## src/rtl/tlb_op_ctrl.sv

```systemverilog
// Sequences CP0 TLB instructions (TLBP/TLBR/TLBWI/TLBWR) onto the TLB probe, read and write ports.
// Fixed 3-cycle occupancy per op; op_ready is high only in IDLE. Random is a free-running down-counter above Wired.
module tlb_op_ctrl #(
  parameter int TLB_ENTRIES = 16,
  parameter int TLB_WIDTH   = 4
) (
  input  logic                 clk,
  input  logic                 rst,
  input  logic                 op_valid,
  input  logic [1:0]           op_code,
  output logic                 op_ready,
  input  logic [TLB_WIDTH-1:0] cp0_index,
  input  logic [85:0]          cp0_entry,
  input  logic [TLB_WIDTH-1:0] cp0_wired,
  input  logic                 wired_we,
  output logic                 tlb_we,
  output logic [85:0]          tlb_config,
  output logic [TLB_WIDTH-1:0] tlb_config_index,
  output logic                 tlb_p,
  input  logic [31:0]          tlb_p_res_i,
  output logic [TLB_WIDTH-1:0] tlb_read_index,
  input  logic [85:0]          tlb_read_config_i,
  output logic                 res_index_we,
  output logic [31:0]          res_index,
  output logic                 res_entry_we,
  output logic [85:0]          res_entry,
  output logic                 flush_req,
  output logic [TLB_WIDTH-1:0] random
);

  typedef enum logic [2:0] {
    IDLE  = 3'd0,
    PROBE = 3'd1,
    READ  = 3'd2,
    WRITE = 3'd3,
    RESP  = 3'd4,
    FLUSH = 3'd5
  } state_t;

  localparam logic [1:0] OP_TLBP  = 2'b00;
  localparam logic [1:0] OP_TLBR  = 2'b01;
  localparam logic [1:0] OP_TLBWR = 2'b11;

  localparam logic [TLB_WIDTH-1:0] RAND_MAX = TLB_WIDTH'(TLB_ENTRIES - 1);

  state_t               state;
  state_t               state_nxt;
  logic [1:0]           op_q;
  logic [85:0]          entry_q;
  logic [TLB_WIDTH-1:0] index_q;
  logic [31:0]          res_index_q;
  logic [85:0]          res_entry_q;
  logic [TLB_WIDTH-1:0] random_q;
  logic                 accept;

  assign accept = op_valid & op_ready;

  always_ff @(posedge clk) begin
    if (rst) begin
      state <= IDLE;
    end else begin
      state <= state_nxt;
    end
  end

  // TLBWR captures Random as it stands in the accept cycle, not a later value.
  always_ff @(posedge clk) begin
    if (rst) begin
      op_q    <= 2'b00;
      entry_q <= '0;
      index_q <= '0;
    end else if (accept) begin
      op_q    <= op_code;
      entry_q <= cp0_entry;
      index_q <= (op_code == OP_TLBWR) ? random_q : cp0_index;
    end
  end

  always_ff @(posedge clk) begin
    if (rst) begin
      res_index_q <= '0;
      res_entry_q <= '0;
    end else begin
      if (state == PROBE) begin
        res_index_q <= tlb_p_res_i;
      end
      if (state == READ) begin
        res_entry_q <= tlb_read_config_i;
      end
    end
  end

  // Wired >= TLB_ENTRIES-1 keeps Random pinned at the top via the wrap compare.
  always_ff @(posedge clk) begin
    if (rst) begin
      random_q <= RAND_MAX;
    end else if (wired_we) begin
      random_q <= RAND_MAX;
    end else if (random_q <= cp0_wired) begin
      random_q <= RAND_MAX;
    end else begin
      random_q <= random_q - 1'b1;
    end
  end

  always_comb begin
    state_nxt    = state;
    op_ready     = 1'b0;
    tlb_p        = 1'b0;
    tlb_we       = 1'b0;
    res_index_we = 1'b0;
    res_entry_we = 1'b0;
    flush_req    = 1'b0;
    case (state)
      IDLE: begin
        op_ready = 1'b1;
        if (op_valid) begin
          case (op_code)
            OP_TLBP: state_nxt = PROBE;
            OP_TLBR: state_nxt = READ;
            default: state_nxt = WRITE;
          endcase
        end
      end
      PROBE: begin
        tlb_p     = 1'b1;
        state_nxt = RESP;
      end
      READ: begin
        state_nxt = RESP;
      end
      WRITE: begin
        tlb_we    = 1'b1;
        state_nxt = FLUSH;
      end
      RESP: begin
        res_index_we = (op_q == OP_TLBP);
        res_entry_we = (op_q == OP_TLBR);
        state_nxt    = IDLE;
      end
      FLUSH: begin
        flush_req = 1'b1;
        state_nxt = IDLE;
      end
      default: begin
        state_nxt = IDLE;
      end
    endcase
  end

  assign tlb_config       = entry_q;
  assign tlb_config_index = index_q;
  assign tlb_read_index   = index_q;
  assign res_index        = res_index_q;
  assign res_entry        = res_entry_q;
  assign random           = random_q;

endmodule

```

## config.mk

```make
export PLATFORM = sky130hd
export DESIGN_NAME = tlb_op_ctrl
export DESIGN_NICKNAME = d
export VERILOG_FILES = /design/src/rtl/tlb_op_ctrl.sv
export SDC_FILE = /design/constraint.sdc
export NUM_CORES = 1
export LEC_CHECK = 0
export ABC_AREA = 0
export CAP_MARGIN = 20
export CELL_PAD_IN_SITES_DETAIL_PLACEMENT = 2
export CELL_PAD_IN_SITES_GLOBAL_PLACEMENT = 2
export CORE_UTILIZATION = 20
export DETAILED_ROUTE_END_ITERATION = 16
export HOLD_SLACK_MARGIN = 0.15
export PLACE_DENSITY = 0.77
export SYNTH_ARGS = -nofsm -noshare
export SYNTH_HDL_FRONTEND = slang
export SYNTH_SLANG_ARGS = --single-unit
```

## constraint.sdc

```tcl
create_clock -name clk -period 2.2 [get_ports clk]
set_input_delay 0.44 -clock clk [delete_from_list [all_inputs] [get_ports clk]]
set_output_delay 0.44 -clock clk [all_outputs]
set_load 0.02 [all_outputs]
```

==> flow_summary.ini <==
[cells_and_area]
stdcell_area_mm2 = 0.0135
multiInputGateArea_mm2 = 0.00298
n_fill_cell = 4311
regArea_mm2 = 0.00434
final_nets = 1606
final_cell_mix = 432 x clkdlybuf4s50_1, 417 x nand2_1, 217 x dfxtp_1, 207 x a21oi_1, 29 x clkbuf_16
drive_gt1_share_pct = 4.91
final_common_cell = clkdlybuf4s50_1
syn2layout_area_growth_pct = 75.3

[setup_path]
critPathTopFamily = buffers and inverters
cp_slowest_stage_delay_ns = 0.67
critPathCapture = random[2]
crit_path_end_kind = primary output
startpoint_type = flip-flop
r2r-end = res_entry[9]
crit_arrival_ns = 1.68
cp_max_fo = 5
r2r_slack_ns = 0.44
cp_data_required_time_ns = 1.76
crit_type = reg2out
critPathSlowestCell = clkdlybuf4s50_1
r2r_cells = 5
cp_num_cells = 1
crit_start = random[2]
cp_num_buf_inv = 1
path_cells = clkdlybuf4s50_1
reg2reg_from = state[1]

[route]
drc = 0
detail_route.wl_per_cell_um = 18.2
antenna_left = 0
wl_um = 35000
vias = 8353
dr.pass1.iters = 4
viasPerCell = 4.36
drtIter0Drc = 178

[die]
num_rows = 71
fp.dieH_um = 198
initial_core_util_pct = 20.4
die_x_um = 198
die_area_mm2 = 0.0394
core_mm2 = 0.0378
io_pins = 440

[sta]
slew-limit-headroom_pct = 58.5
hold_violations = 0
worst_slack_ns = 0.0839
max_freq_ghz = 0.473
fin_skew_ns = 0.0183
worst_pin_slew_ns = 0.622
period_share_pct = 96.2
period_minus_slack_ns = 2.12
slew_viol_final = 0
setup_violations = 0
rsz0062_at_grt = yes

[global_route]
grt_use_total_pct = 17.1
grt-ovfl-total = 0
grt_max_degree = 75
antenna_found_initial = 2
grt_pass1_wl_um = 52000
grt_pass1_vias = 9262

[clock_tree]
clk-insertion-delay-late_ns = 0.56
cts_resized = 15
post-cts-setup-buffers = 0
cts.htree.levels = 1
cts_tree = yes
clk_path_buf_depth = 3
path_clk_slew_ns = 0.06
cts-root-buf = clkbuf_16
cts_buffers = 29
postCtsHoldBufs = 0
cts.sinks = 217

[logic_synthesis]
avgSynthCellArea_um2 = 7.92
synthCells = 974
syn_nets = 1197
ys_seq_area_share_pct = 56.3
ys_warn_count = 0
synth_area_mm2 = 0.00771
synth_seq_cells = 217
yosysUniqueCellTypes = 28

[min_path]
min_path_type = in2reg

[placement]
place.port_buffers = 439
placed_area_mm2 = 0.0126
hpwl_um = 25400
place_congestion = 0.732
dp_slack_ns = 0.00581

[power]
peakVddDrop_uv = 568
p_per_area_mw_per_mm2 = 823
total_power_mw = 11.1
p_leak_nw = 4.81

[flow_run]
cap_violations = 0

[run_status]
status = completed
final cells by class:
type                       instances  share of cell area (%)
clock inverter                     4                   0.361
tap                              511                    4.73
timing repair buffer             457                    34.2
multi-input combinational        671                    22.1
antenna                            1                  0.0185
clock buffer                      48                    6.34
sequential                       217                    32.1
inverter                           7                   0.194
worst min-delay path by stage:
stage / start / endpoint / slack [ns] / cells past startpoint
4_1_cts: rst / tlb_config[53] / 0.36 / 2
2_1_floorplan: op_q[0] / op_q[0] / 0.44 / 2
5_1_grt: rst / tlb_config[52] / 0.37 / 2
3_3_place_gp: tlb_config[72] / tlb_config[72] / 0.44 / 2
3_5_place_dp: res_index[14] / res_index[14] / 0.45 / 2
6_report: rst / tlb_config[53] / 0.36 / 2
state kept, by name, indices dropped and copies added, names as in the netlist:
signal / count
op_q: 2
random: 4
res_entry: 86
res_index: 32
state: 3
tlb_config: 86
tlb_config_index: 4
synth_stat cells (all sizes together):
cell | n | area [um2]
nand3 | 4 | 20.0
o211ai | 4 | 30.0
clkbuf | 44 | 165
xnor2 | 2 | 17.5
dfxtp | 217 | 4340
nor3 | 6 | 30.0
a311oi | 4 | 35.0
nand2 | 417 | 1570
and3b | 1 | 8.76
nor4 | 2 | 12.5
a21o | 1 | 7.51
ha | 5 | 62.6
nand2b | 2 | 12.5
nor3b | 1 | 12.5
or3b | 2 | 17.5
inv | 7 | 26.3
nor4b | 2 | 32.5
or4b | 1 | 10.0
nor2 | 7 | 26.3
nor2b | 1 | 6.26
and4 | 1 | 8.76
a21oi | 207 | 1040
buf | 35 | 216
o211a | 1 | 10.0
power breakdown:
group | switching, mW | total, mW | leakage (nW) | internal [mW]
combinational | 1.20 | 2.26 | 2.60 | 1.07
clock | 1.76 | 4.50 | 0.442 | 2.74
sequential | 0.153 | 4.36 | 1.77 | 4.21
total | 3.11 | 11.1 | 4.81 | 8.02
kinds of logic (layout without fill, tap and decap cells):
kind of cell / Yosys count / after routing / share of synthesized area (%)
AO/OA/AOI/OAI: 217 / 217 / 14.5
adder cells (fa/ha/maj): 5 / 5 / 0.811
AND/OR/NAND/NOR: 447 / 447 / 22.9
flip-flops: 217 / 217 / 56.3
XOR/XNOR: 2 / 2 / 0.227
other: 0 / 1 / 0
buffers and inverters: 86 / 516 / 5.29
layer usage:
metal | vias to the layer above | track usage [%] | part of all wire, %
met3 | 68 | 5.87 | 8.3
met4 | 2 | 5.83 | 3.3
met1 | 4045 | 17.8 | 37
met2 | 282 | 31.6 | 51
li1 | 3956 | - | -
met5 | - | 0 | 0.034
stage by stage:
step	TNS, ns	std cells	util, %	hold WS, ns
after global placement	0	1863	33.3	0.441
after global routing	0	1916	35.7	0.374
after CTS	-0.00113	1915	35.7	0.359
final	0	1916	35.7	0.365
after floorplan	0	974	-	0.444
after detailed placement	0	1863	33.3	0.450
Note: power is estimated with default switching activity, not from simulation.
==> edit, RTL diff (config.mk and constraints unchanged) <==
The 6 states of `state_t` get a one-hot encoding in 6 bits.
--- a/src/rtl/tlb_op_ctrl.sv
+++ b/src/rtl/tlb_op_ctrl.sv
@@ -28,13 +28,13 @@
   output logic [TLB_WIDTH-1:0] random
 );
 
-  typedef enum logic [2:0] {
-    IDLE  = 3'd0,
-    PROBE = 3'd1,
-    READ  = 3'd2,
-    WRITE = 3'd3,
-    RESP  = 3'd4,
-    FLUSH = 3'd5
+  typedef enum logic [5:0] {
+    IDLE  = 6'b000001,
+    PROBE = 6'b000010,
+    READ  = 6'b000100,
+    WRITE = 6'b001000,
+    RESP  = 6'b010000,
+    FLUSH = 6'b100000
   } state_t;
 
   localparam logic [1:0] OP_TLBP  = 2'b00;
Behaviour: no difference found for any inputs over 4 cycles, from zero or initial values and one cycle with rst high; so few cycles prove little.
==> edit against the unedited design <==
- the flow now finishes with violations (setup timing)
- global-route usage rose by 1.1 points
- sequential power decreased by 3%
- hold slack got worse by 72 ps
- synthesized cell count grew 5.6%
- design area increased by 8.6%
- sequential cell count grew 3
- final cell count rose by 3.3%
- routed wire length grew 15%
- area after synthesis is 9.5% higher
- worst setup slack got worse by 160 ps
- total power is 1.0% higher
- highest routed layer is now met4
==> edit: results (changes against the unedited design) <==
----------------------------------------------------
[STA]
  Final worst-path setup slack ... -71.58 ps (was 83.87 ps)
  Final setup violating endpoints ... 3 (was 0)
  Worst Hold Margin ... 292.3 ps (was 364.7 ps)

[Status]
  Violations in the final reports ... setup timing
  Run status ... complete, but fails checks (was finished, final reports clean)

[Place]
  HPWL after DPL ... 27.31 mm (was 25.36 mm)
  Total instance count after detailed placement ... 1,916 (was 1,863)
  Final weighted congestion in routability-driven placement ... 0.7468 (was 0.7318)

[Critical path]
  Master of the slowest instance on the critical path ... sky130_fd_sc_hd__or4_4 (was sky130_fd_sc_hd__clkdlybuf4s50_1)
  Maximum fanout count along the critical path ... 2 (was 5)
  Launching point of the worst reg2reg path ... state[3] (was state[1])
  Data arrival time at the worst-slack endpoint ... 1830 ps (was 1680 ps)
  Worst path max stage delay ... 560 ps (was 670 ps)

[Layout]
  Count of antenna diodes in the layout ... 0 (was 1)
  Nets ... 1,649 (was 1,606)

[Route]
  Met2 routed WL ... 19.01 mm (was 17.86 mm)
  Via Count ... 9,624 (was 8,353)
  Detail-routed net length per standard cell ... 20.39 um (was 18.24 um)

[Synthesis]
  Synth top area cells ... sky130_fd_sc_hd__dfxtp_1 52%, sky130_fd_sc_hd__a21oi_1 13%, sky130_fd_sc_hd__nand3_1 12% (was sky130_fd_sc_hd__dfxtp_1 56%, sky130_fd_sc_hd__nand2_1 20%, sky130_fd_sc_hd__a21oi_1 13%)
  Synthesized net count ... 1,252 (was 1,197)
  Sequential-to-total area share from yosys stat ... 52.13% (was 56.32%)

[Global route]
  Maximum number of pins on one net before global-route repair ... 96 (was 75)
  GR Layer Usage met3 ... 6.868% (was 5.866%)
  Global-route met2 utilization ... 30.79% (was 31.62%)

[Clocking]
  Number of buffers created by CTS ... 28 (was 29)

[Power]
  Lkg Pwr ... 4.983 nW (was 4.810 nW)

----------------------------------------------------
-- edit: cell count changes in the layout (fill, tap and decap cells not counted), moves of 4 or more --
cell / change
sky130_fd_sc_hd__buf_4: +23
sky130_fd_sc_hd__clkbuf_1: -6
sky130_fd_sc_hd__bufinv_16: +4
sky130_fd_sc_hd__o21ai_0: +206
sky130_fd_sc_hd__nand3_1: +206
sky130_fd_sc_hd__buf_6: +8
sky130_fd_sc_hd__nor2_1: -6
sky130_fd_sc_hd__dfxtp_2: +4
sky130_fd_sc_hd__buf_12: +6
sky130_fd_sc_hd__a21oi_1: +4
sky130_fd_sc_hd__nand2_1: -410
-- edit: area by class of cell --
class / count / area [sq um]
clock buffer: 42 / 834.6
clock inverter: 10 / 175.2
fill: 4563 / 26510
inverter: 6 / 22.52
multi-input combinational: 682 / 3625
sequential: 220 / 4409
tap: 532 / 665.6
timing repair buffer: 488 / 4956
-- edit: path summary, 6_finish.rpt --
kind	cells after the start	endpoint
min reg2reg	2	res_entry[61]
max	4	op_ready
max reg2reg	11	state[0]
min	2	tlb_config[3]
-- edit: cell families after synthesis --
| group | count (synthesis) |
|---|---|
| simple gates | 247 |
| xor+xnor | 2 |
| buf+inv | 127 |
| flops | 220 |
| compound gates | 428 |
| fa+ha+maj | 5 |
-- edit: repair_timing --
| action | in CTS | in global routing |
|---|---|---|
| gates cloned | 0 | 0 |
| buffers inserted | 11 | 2 |
| resized for setup | 45 | 8 |
| pin swaps | 7 | 4 |
| endpoints found under the setup margin | 8 | 15 |
-- edit: where the power goes --
part	internal (mW)	switching [mW]	total, mW	leakage (nW)
sequential	4.15	0.0878	4.24	1.79
clock	3.19	1.83	5.01	0.499
combinational	0.909	1.08	1.99	2.70
